## src/rtl/cache_ctrl_pkg.sv

```systemverilog
// ============================================================================
// Module      : cache_ctrl_pkg
// Description : Shared state encoding and address-field helpers for the
//               write-back cache refill controller.
// Revision    : 1.0 - initial release
// ============================================================================
`default_nettype none

package cache_ctrl_pkg;

  localparam int unsigned STATE_WIDTH = 2;

  typedef enum logic [STATE_WIDTH-1:0] {
    IDLE       = 2'd0,
    WRITE_BACK = 2'd1,
    REFILL     = 2'd2
  } state_e;

  // Address layout is {tag, index, word, 2'b00}; these give field LSB positions.
  function automatic int unsigned tag_lsb(input int unsigned set_w, input int unsigned off_w);
    return set_w + off_w;
  endfunction

  function automatic int unsigned index_lsb(input int unsigned off_w);
    return off_w;
  endfunction

  function automatic int unsigned beat_width(input int unsigned off_w);
    return off_w - 2;
  endfunction

endpackage

`default_nettype wire

```

## src/rtl/beat_counter.sv

```systemverilog
// ============================================================================
// Module      : beat_counter
// Description : Line beat index with clear/advance; holds at the last beat
//               so it only returns to zero through an explicit clear.
// Revision    : 1.0 - initial release
// ============================================================================
`default_nettype none

module beat_counter #(
  parameter int unsigned WIDTH = 4
) (
  input  logic             clk_i,
  input  logic             rst_i,
  input  logic             clear_i,
  input  logic             advance_i,
  output logic [WIDTH-1:0] count_o,
  output logic             last_o
);

  logic [WIDTH-1:0] r_count;

  always_ff @(posedge clk_i) begin
    if (rst_i || clear_i) begin
      r_count <= '0;
    end else if (advance_i && !last_o) begin
      r_count <= r_count + WIDTH'(1);
    end
  end

  assign count_o = r_count;
  assign last_o  = &r_count;

endmodule

`default_nettype wire

```

## src/rtl/cache_refill_controller.sv

```systemverilog
// ============================================================================
// Module      : cache_refill_controller
// Description : Write-back cache miss controller with req/ready memory beats.
//               Define CACHE_STATS_EN to build saturating hit/miss/wb counters.
// Revision    : 1.0 - initial release
// ============================================================================
`default_nettype none

module cache_refill_controller
  import cache_ctrl_pkg::*;
#(
  parameter int unsigned TAG_WIDTH    = 22,
  parameter int unsigned SET_WIDTH    = 4,
  parameter int unsigned OFFSET_WIDTH = 6,
  parameter int unsigned STAT_WIDTH   = 32
) (
  input  logic                    clk_i,
  input  logic                    rst_i,
  input  logic                    en_i,
  input  logic                    write_en_i,
  input  logic [31:0]             addr_i,
  input  logic                    hit_i,
  input  logic                    dirty_i,
  input  logic [TAG_WIDTH-1:0]    tag_line_i,
  output logic                    stall_o,
  output logic                    line_we_o,
  output logic                    set_valid_o,
  output logic                    set_dirty_o,
  output logic                    strategy_en_o,
  output logic                    offset_sel_o,
  output logic [OFFSET_WIDTH-3:0] offset_line_o,
  output logic                    mem_req_o,
  output logic                    mem_we_o,
  output logic [31:0]             mem_addr_o,
  input  logic                    mem_ready_i,
  output logic [1:0]              state_o,
  output logic [STAT_WIDTH-1:0]   hit_cnt_o,
  output logic [STAT_WIDTH-1:0]   miss_cnt_o,
  output logic [STAT_WIDTH-1:0]   wb_cnt_o
);

  localparam int unsigned c_BEAT_WIDTH = beat_width(OFFSET_WIDTH);
  localparam int unsigned c_TAG_LSB    = tag_lsb(SET_WIDTH, OFFSET_WIDTH);
  localparam int unsigned c_INDEX_LSB  = index_lsb(OFFSET_WIDTH);

  state_e                  r_state;
  state_e                  w_state_next;
  logic [TAG_WIDTH-1:0]    r_tag;
  logic [TAG_WIDTH-1:0]    r_victim_tag;
  logic [SET_WIDTH-1:0]    r_index;
  logic [c_BEAT_WIDTH-1:0] w_beat;
  logic                    w_last_beat;
  logic                    w_beat_clear;
  logic                    w_beat_advance;
  logic                    w_miss;
  logic                    w_unused_offset;

  assign w_miss          = (r_state == IDLE) && en_i && !hit_i;
  assign w_unused_offset = ^addr_i[OFFSET_WIDTH-1:0];

  beat_counter #(
    .WIDTH (c_BEAT_WIDTH)
  ) u_beat_counter (
    .clk_i     (clk_i),
    .rst_i     (rst_i),
    .clear_i   (w_beat_clear),
    .advance_i (w_beat_advance),
    .count_o   (w_beat),
    .last_o    (w_last_beat)
  );

  always_ff @(posedge clk_i) begin
    if (rst_i) begin
      r_state <= IDLE;
    end else begin
      r_state <= w_state_next;
    end
  end

  // The processor may move on once stalled, so the miss context is captured here.
  always_ff @(posedge clk_i) begin
    if (rst_i) begin
      r_tag        <= '0;
      r_index      <= '0;
      r_victim_tag <= '0;
    end else if (w_miss) begin
      r_tag        <= addr_i[c_TAG_LSB +: TAG_WIDTH];
      r_index      <= addr_i[c_INDEX_LSB +: SET_WIDTH];
      r_victim_tag <= tag_line_i;
    end
  end

  always_comb begin
    w_state_next   = r_state;
    stall_o        = 1'b0;
    line_we_o      = 1'b0;
    set_valid_o    = 1'b0;
    set_dirty_o    = 1'b0;
    strategy_en_o  = 1'b0;
    offset_sel_o   = 1'b0;
    mem_req_o      = 1'b0;
    mem_we_o       = 1'b0;
    mem_addr_o     = '0;
    w_beat_clear   = 1'b0;
    w_beat_advance = 1'b0;

    case (r_state)
      IDLE: begin
        if (en_i) begin
          if (hit_i) begin
            line_we_o     = write_en_i;
            set_dirty_o   = write_en_i;
            strategy_en_o = 1'b1;
          end else begin
            stall_o      = 1'b1;
            w_beat_clear = 1'b1;
            w_state_next = dirty_i ? WRITE_BACK : REFILL;
          end
        end
      end
      WRITE_BACK: begin
        stall_o    = 1'b1;
        mem_req_o  = 1'b1;
        mem_we_o   = 1'b1;
        mem_addr_o = {r_victim_tag, r_index, w_beat, 2'b00};
        if (mem_ready_i) begin
          w_beat_advance = 1'b1;
          if (w_last_beat) begin
            w_beat_clear = 1'b1;
            w_state_next = REFILL;
          end
        end
      end
      REFILL: begin
        stall_o      = 1'b1;
        mem_req_o    = 1'b1;
        offset_sel_o = 1'b1;
        mem_addr_o   = {r_tag, r_index, w_beat, 2'b00};
        if (mem_ready_i) begin
          line_we_o      = 1'b1;
          w_beat_advance = 1'b1;
          if (w_last_beat) begin
            set_valid_o   = 1'b1;
            strategy_en_o = 1'b1;
            w_beat_clear  = 1'b1;
            w_state_next  = IDLE;
          end
        end
      end
      default: begin
        w_state_next = IDLE;
      end
    endcase
  end

  assign offset_line_o = w_beat;
  assign state_o       = r_state;

`ifdef CACHE_STATS_EN
  logic [STAT_WIDTH-1:0] r_hit_cnt;
  logic [STAT_WIDTH-1:0] r_miss_cnt;
  logic [STAT_WIDTH-1:0] r_wb_cnt;
  logic                  w_hit_evt;
  logic                  w_wb_evt;

  assign w_hit_evt = (r_state == IDLE) && en_i && hit_i;
  assign w_wb_evt  = w_miss && dirty_i;

  // Counters stick at all-ones rather than wrapping.
  always_ff @(posedge clk_i) begin
    if (rst_i) begin
      r_hit_cnt  <= '0;
      r_miss_cnt <= '0;
      r_wb_cnt   <= '0;
    end else begin
      if (w_hit_evt && !(&r_hit_cnt)) begin
        r_hit_cnt <= r_hit_cnt + STAT_WIDTH'(1);
      end
      if (w_miss && !(&r_miss_cnt)) begin
        r_miss_cnt <= r_miss_cnt + STAT_WIDTH'(1);
      end
      if (w_wb_evt && !(&r_wb_cnt)) begin
        r_wb_cnt <= r_wb_cnt + STAT_WIDTH'(1);
      end
    end
  end

  assign hit_cnt_o  = r_hit_cnt;
  assign miss_cnt_o = r_miss_cnt;
  assign wb_cnt_o   = r_wb_cnt;
`else
  assign hit_cnt_o  = '0;
  assign miss_cnt_o = '0;
  assign wb_cnt_o   = '0;
`endif

endmodule

`default_nettype wire

```

## config.mk

```make
export PLATFORM = sky130hd
export DESIGN_NAME = cache_refill_controller
export DESIGN_NICKNAME = d
export VERILOG_FILES = /design/src/rtl/cache_ctrl_pkg.sv /design/src/rtl/beat_counter.sv /design/src/rtl/cache_refill_controller.sv
export SDC_FILE = /design/constraint.sdc
export NUM_CORES = 1
export LEC_CHECK = 0
export CORE_MARGIN = 1.5
export CORE_UTILIZATION = 40
export CTS_BUF_LIST = sky130_fd_sc_hd__clkbuf_4 sky130_fd_sc_hd__clkbuf_8 sky130_fd_sc_hd__clkbuf_16
export DETAILED_ROUTE_END_ITERATION = 10
export PLACE_DENSITY_LB_ADDON = 0.15
export SLEW_MARGIN = 20
export SYNTH_ARGS = -nofsm -noshare
export SYNTH_HDL_FRONTEND = slang
export SYNTH_SLANG_ARGS = --single-unit
```

## constraint.sdc

```tcl
create_clock -name clk_i -period 4.9 [get_ports clk_i]
set_clock_uncertainty 0.15 [all_clocks]
set_input_delay 0.98 -clock clk_i [delete_from_list [all_inputs] [get_ports clk_i]]
set_output_delay 0.98 -clock clk_i [all_outputs]
set_load 0.1 [all_outputs]
```

==> results by group <==
Run status
  • Status: complete, no violations

Logic synthesis
  • Largest family of logic cells by synthesized area: buffers and inverters
  • Library cells used by synthesis: 31
  • XOR/XNOR share of the synthesized area: 0%
  • Mux share of post-synthesis cell area: 0.310%
  • Syn. warnings: 0
  • Syn_area_per_cell: 7.70 um2
  • Mapped Cells: 419
  • Top-area cell type share of the netlist area: 33.5%
  • Main area contributors after synthesis: dfxtp_1, buf_4, nand2_1
  • Post-Synth Adder-Cell Area: 1.94%
  • Sequential fraction of the synthesis area: 33.5%
  • Mapped cell area: 0.00323 mm2
  • Compound-Gate Fraction of Synth Area: 15.9%
  • Simple-Gate Fraction of Synth Area: 21.6%
  • Synth area leader: dfxtp_1
  • FF+latch count, synth: 54

Power
  • Seq pwr share: 35.4%
  • Max VDD drop: 0.151 mV
  • Pint: 0.679 mW
  • Net Switching: 0.678 mW
  • Sw Share: 49.9%
  • Leakage: 1.58 nW
  • PwrDens: 346 mW/mm2
  • Comb pwr share: 46.8%
  • Clock Power Share: 17.8%

Critical path
  • Crit. End Element: primary output
  • Critical path's top delay family: buffers and inverters
  • Worst-path maximum fanout: 25
  • Cells along the critical path: inv_1, ha_2, clkdlybuf4s50_1
  • CP max-delay cell: clkdlybuf4s50_1
  • CP Data Arrival Time: 2.58 ns
  • CP bufs+invs: 2
  • Worst path max stage delay: 1.24 ns
  • Data required, critical path: 3.77 ns
  • Worst Setup Start Kind: flip-flop
  • Crit Path Class: flip-flop to primary output

Place
  • HPWL after DPL: 5030 um
  • Final GP Congestion: 0.817
  • Port bufs: 98
  • Placed Area: 0.00383 mm2

Drt
  • Drt total wl: 7340 um
  • Initial DRC Count: 87
  • Antenna Nets Post-Route: 0
  • Residual DRC count: 0
  • Via/cell ratio: 4.52
  • Vias: 2739
  • 1st-pass router iterations: 4
  • Wire per inst: 12.1 um

Final layout
  • Area growth from synthesis to layout: 21.4%
  • Share of cells above drive strength 1: 14.3%
  • Layout Nets: 570
  • Antenna cells: 0
  • Area of all placed cells without fillers: 0.00392 mm2

STA
  • Fmax: 269 MHz
  • Final Slew Violations: 0
  • RSZ-0062 raised after global routing: no
  • Final setup fails: 0
  • Final hold vios: 0
  • Slew headroom: 34.3%
  • Final Cycle Share: 75.7%
  • Setup TNS: 0 ns
  • Worst slew pin tran: 0.983 ns
  • Fin crit period: 3.71 ns

Floorplan
  • CORE AREA: 0.00777 mm2
  • DIE WIDTH: 92.8 um
  • Die height: 92.8 um
  • # IOs: 203
  • Initial Util: 41.6%
  • Row count: 32
  • Die area: 0.00862 mm2

Clocking
  • Clock root buffer: clkbuf_8
  • Max clock buf depth: 2
  • Post-CTS setup buffer count: 0
  • Post-CTS Hold Buffers: 0
  • Max H-tree Level: 2
  • Cts bufs inserted: 5
  • Clk Latency, worst-skew pair: 0.29 ns
  • CTS clk-pin slew, worst paths: 0.09 ns
  • CTS resizes: 0
  • CTS tree: built
  • Clock sinks: 54

Global routing
  • GRT Overall Usage: 16.0%
  • Largest net degree at the start of global routing: 54
  • Grt total ovfl: 0
  • First-pass GRT wire length: 11100 um
  • Via count of the first global-routing pass: 2330
  • Antenna violations before repair: 0

Run
  • Number of max-cap violations: 0

Hold path
  • Class of the worst hold path: flip-flop to flip-flop
-- flip-flops by register name, indices dropped and copies added (netlist names) --
signal and cells:
r_victim_tag 22, state_o 2, r_tag 22, u_beat_counter.count_o 4, r_index 4
-- metal layers --
metal	share of wire [%]	vias up	track usage, %
met1	43	1266	20.2
met3	7.3	4	4.43
met5	0	-	0
met2	49	124	26.7
met4	0.71	0	4.04
li1	-	1345	-
-- metrics by stage --
stage / worst slack [ns] / hold WS (ns) / total power [mW] / cells / util, %
floorplan: 0.0280 / 0.282 / 1.09 / 516 / -
global placement: 1.52 / 0.289 / 1.12 / 599 / 49.4
detailed placement: 1.50 / 0.294 / 1.13 / 599 / 49.4
CTS: 1.16 / 0.307 / 1.37 / 606 / 50.5
global route: 1.01 / 0.330 / 1.42 / 606 / 50.5
finish: 1.19 / 0.305 / 1.36 / 606 / 50.5
-- worst paths after layout --
kind              start                   endpoint  slack (ns)  cells after the start
max          state_o[0]               offset_sel_o        1.19                      3
min          r_index[0]                 r_index[0]        0.30                      2
min reg2reg  r_index[0]                 r_index[0]        0.30                      2
max reg2reg  state_o[0]  u_beat_counter.count_o[3]        2.94                      6
-- placed cells by master (no fill, tap or decap), types with 9 or more instances in the layout --
master,synthesis,layout
a21oi_1,51,51
buf_4,106,40
dfxtp_1,54,54
a22oi_1,22,22
conb_1,1,98
nor2b_2,0,19
clkdlybuf4s50_1,0,61
nand2_1,99,99
and2_1,9,9
-- kinds of logic (layout without fill, tap and decap cells) --
kind of cell	count (synthesis)	count (layout)
compound gates	84	84
fa+ha+maj	5	5
buf+inv	123	111
flops	54	54
mux	1	1
other cells	1	98
simple gates	151	151
-- power groups by stage --
stage	clock (mW)	combinational (mW)	sequential, mW
2_1_floorplan	0	0.585	0.507
3_3_place_gp	0	0.634	0.490
3_5_place_dp	0	0.636	0.491
4_1_cts	0.251	0.637	0.481
5_1_grt	0.271	0.662	0.485
6_report	0.242	0.635	0.481
-- cells in the mapped netlist --
master,count
buf_4,106
nand2_1,99
dfxtp_1,54
a21oi_1,51
nor2b_1,24
a22oi_1,22
clkbuf_1,11
and2_1,9
ha_1,5
nor2_1,5
and4_1,3
nand2b_1,3
nand3b_1,3
o21ai_0,3
buf_1,2
buf_2,2
inv_1,2
nand3_1,2
a211oi_1,1
a2bb2oi_2,1
a311oi_1,1
a31o_1,1
a41oi_1,1
and3b_1,1
conb_1,1
mux2i_1,1
nand4b_1,1
nor3_1,1
o21bai_1,1
o21bai_2,1
o32ai_1,1
-- final cells by class --
cell class	instances	area, um2
clock inverters	1	7.51
inverters	2	7.51
repair buffers	102	916
clock buffers	6	76.3
fillers	832	3850
well taps	102	128
flip-flops and latches	54	1080
multi-input cells	339	1700
-- worst min-delay path, cell delays in order, from the launching register on --
cell     delay [ns]
dfxtp_1        0.32
nand2_1        0.05
a21oi_1        0.05
(Power assumes the default switching activity.)
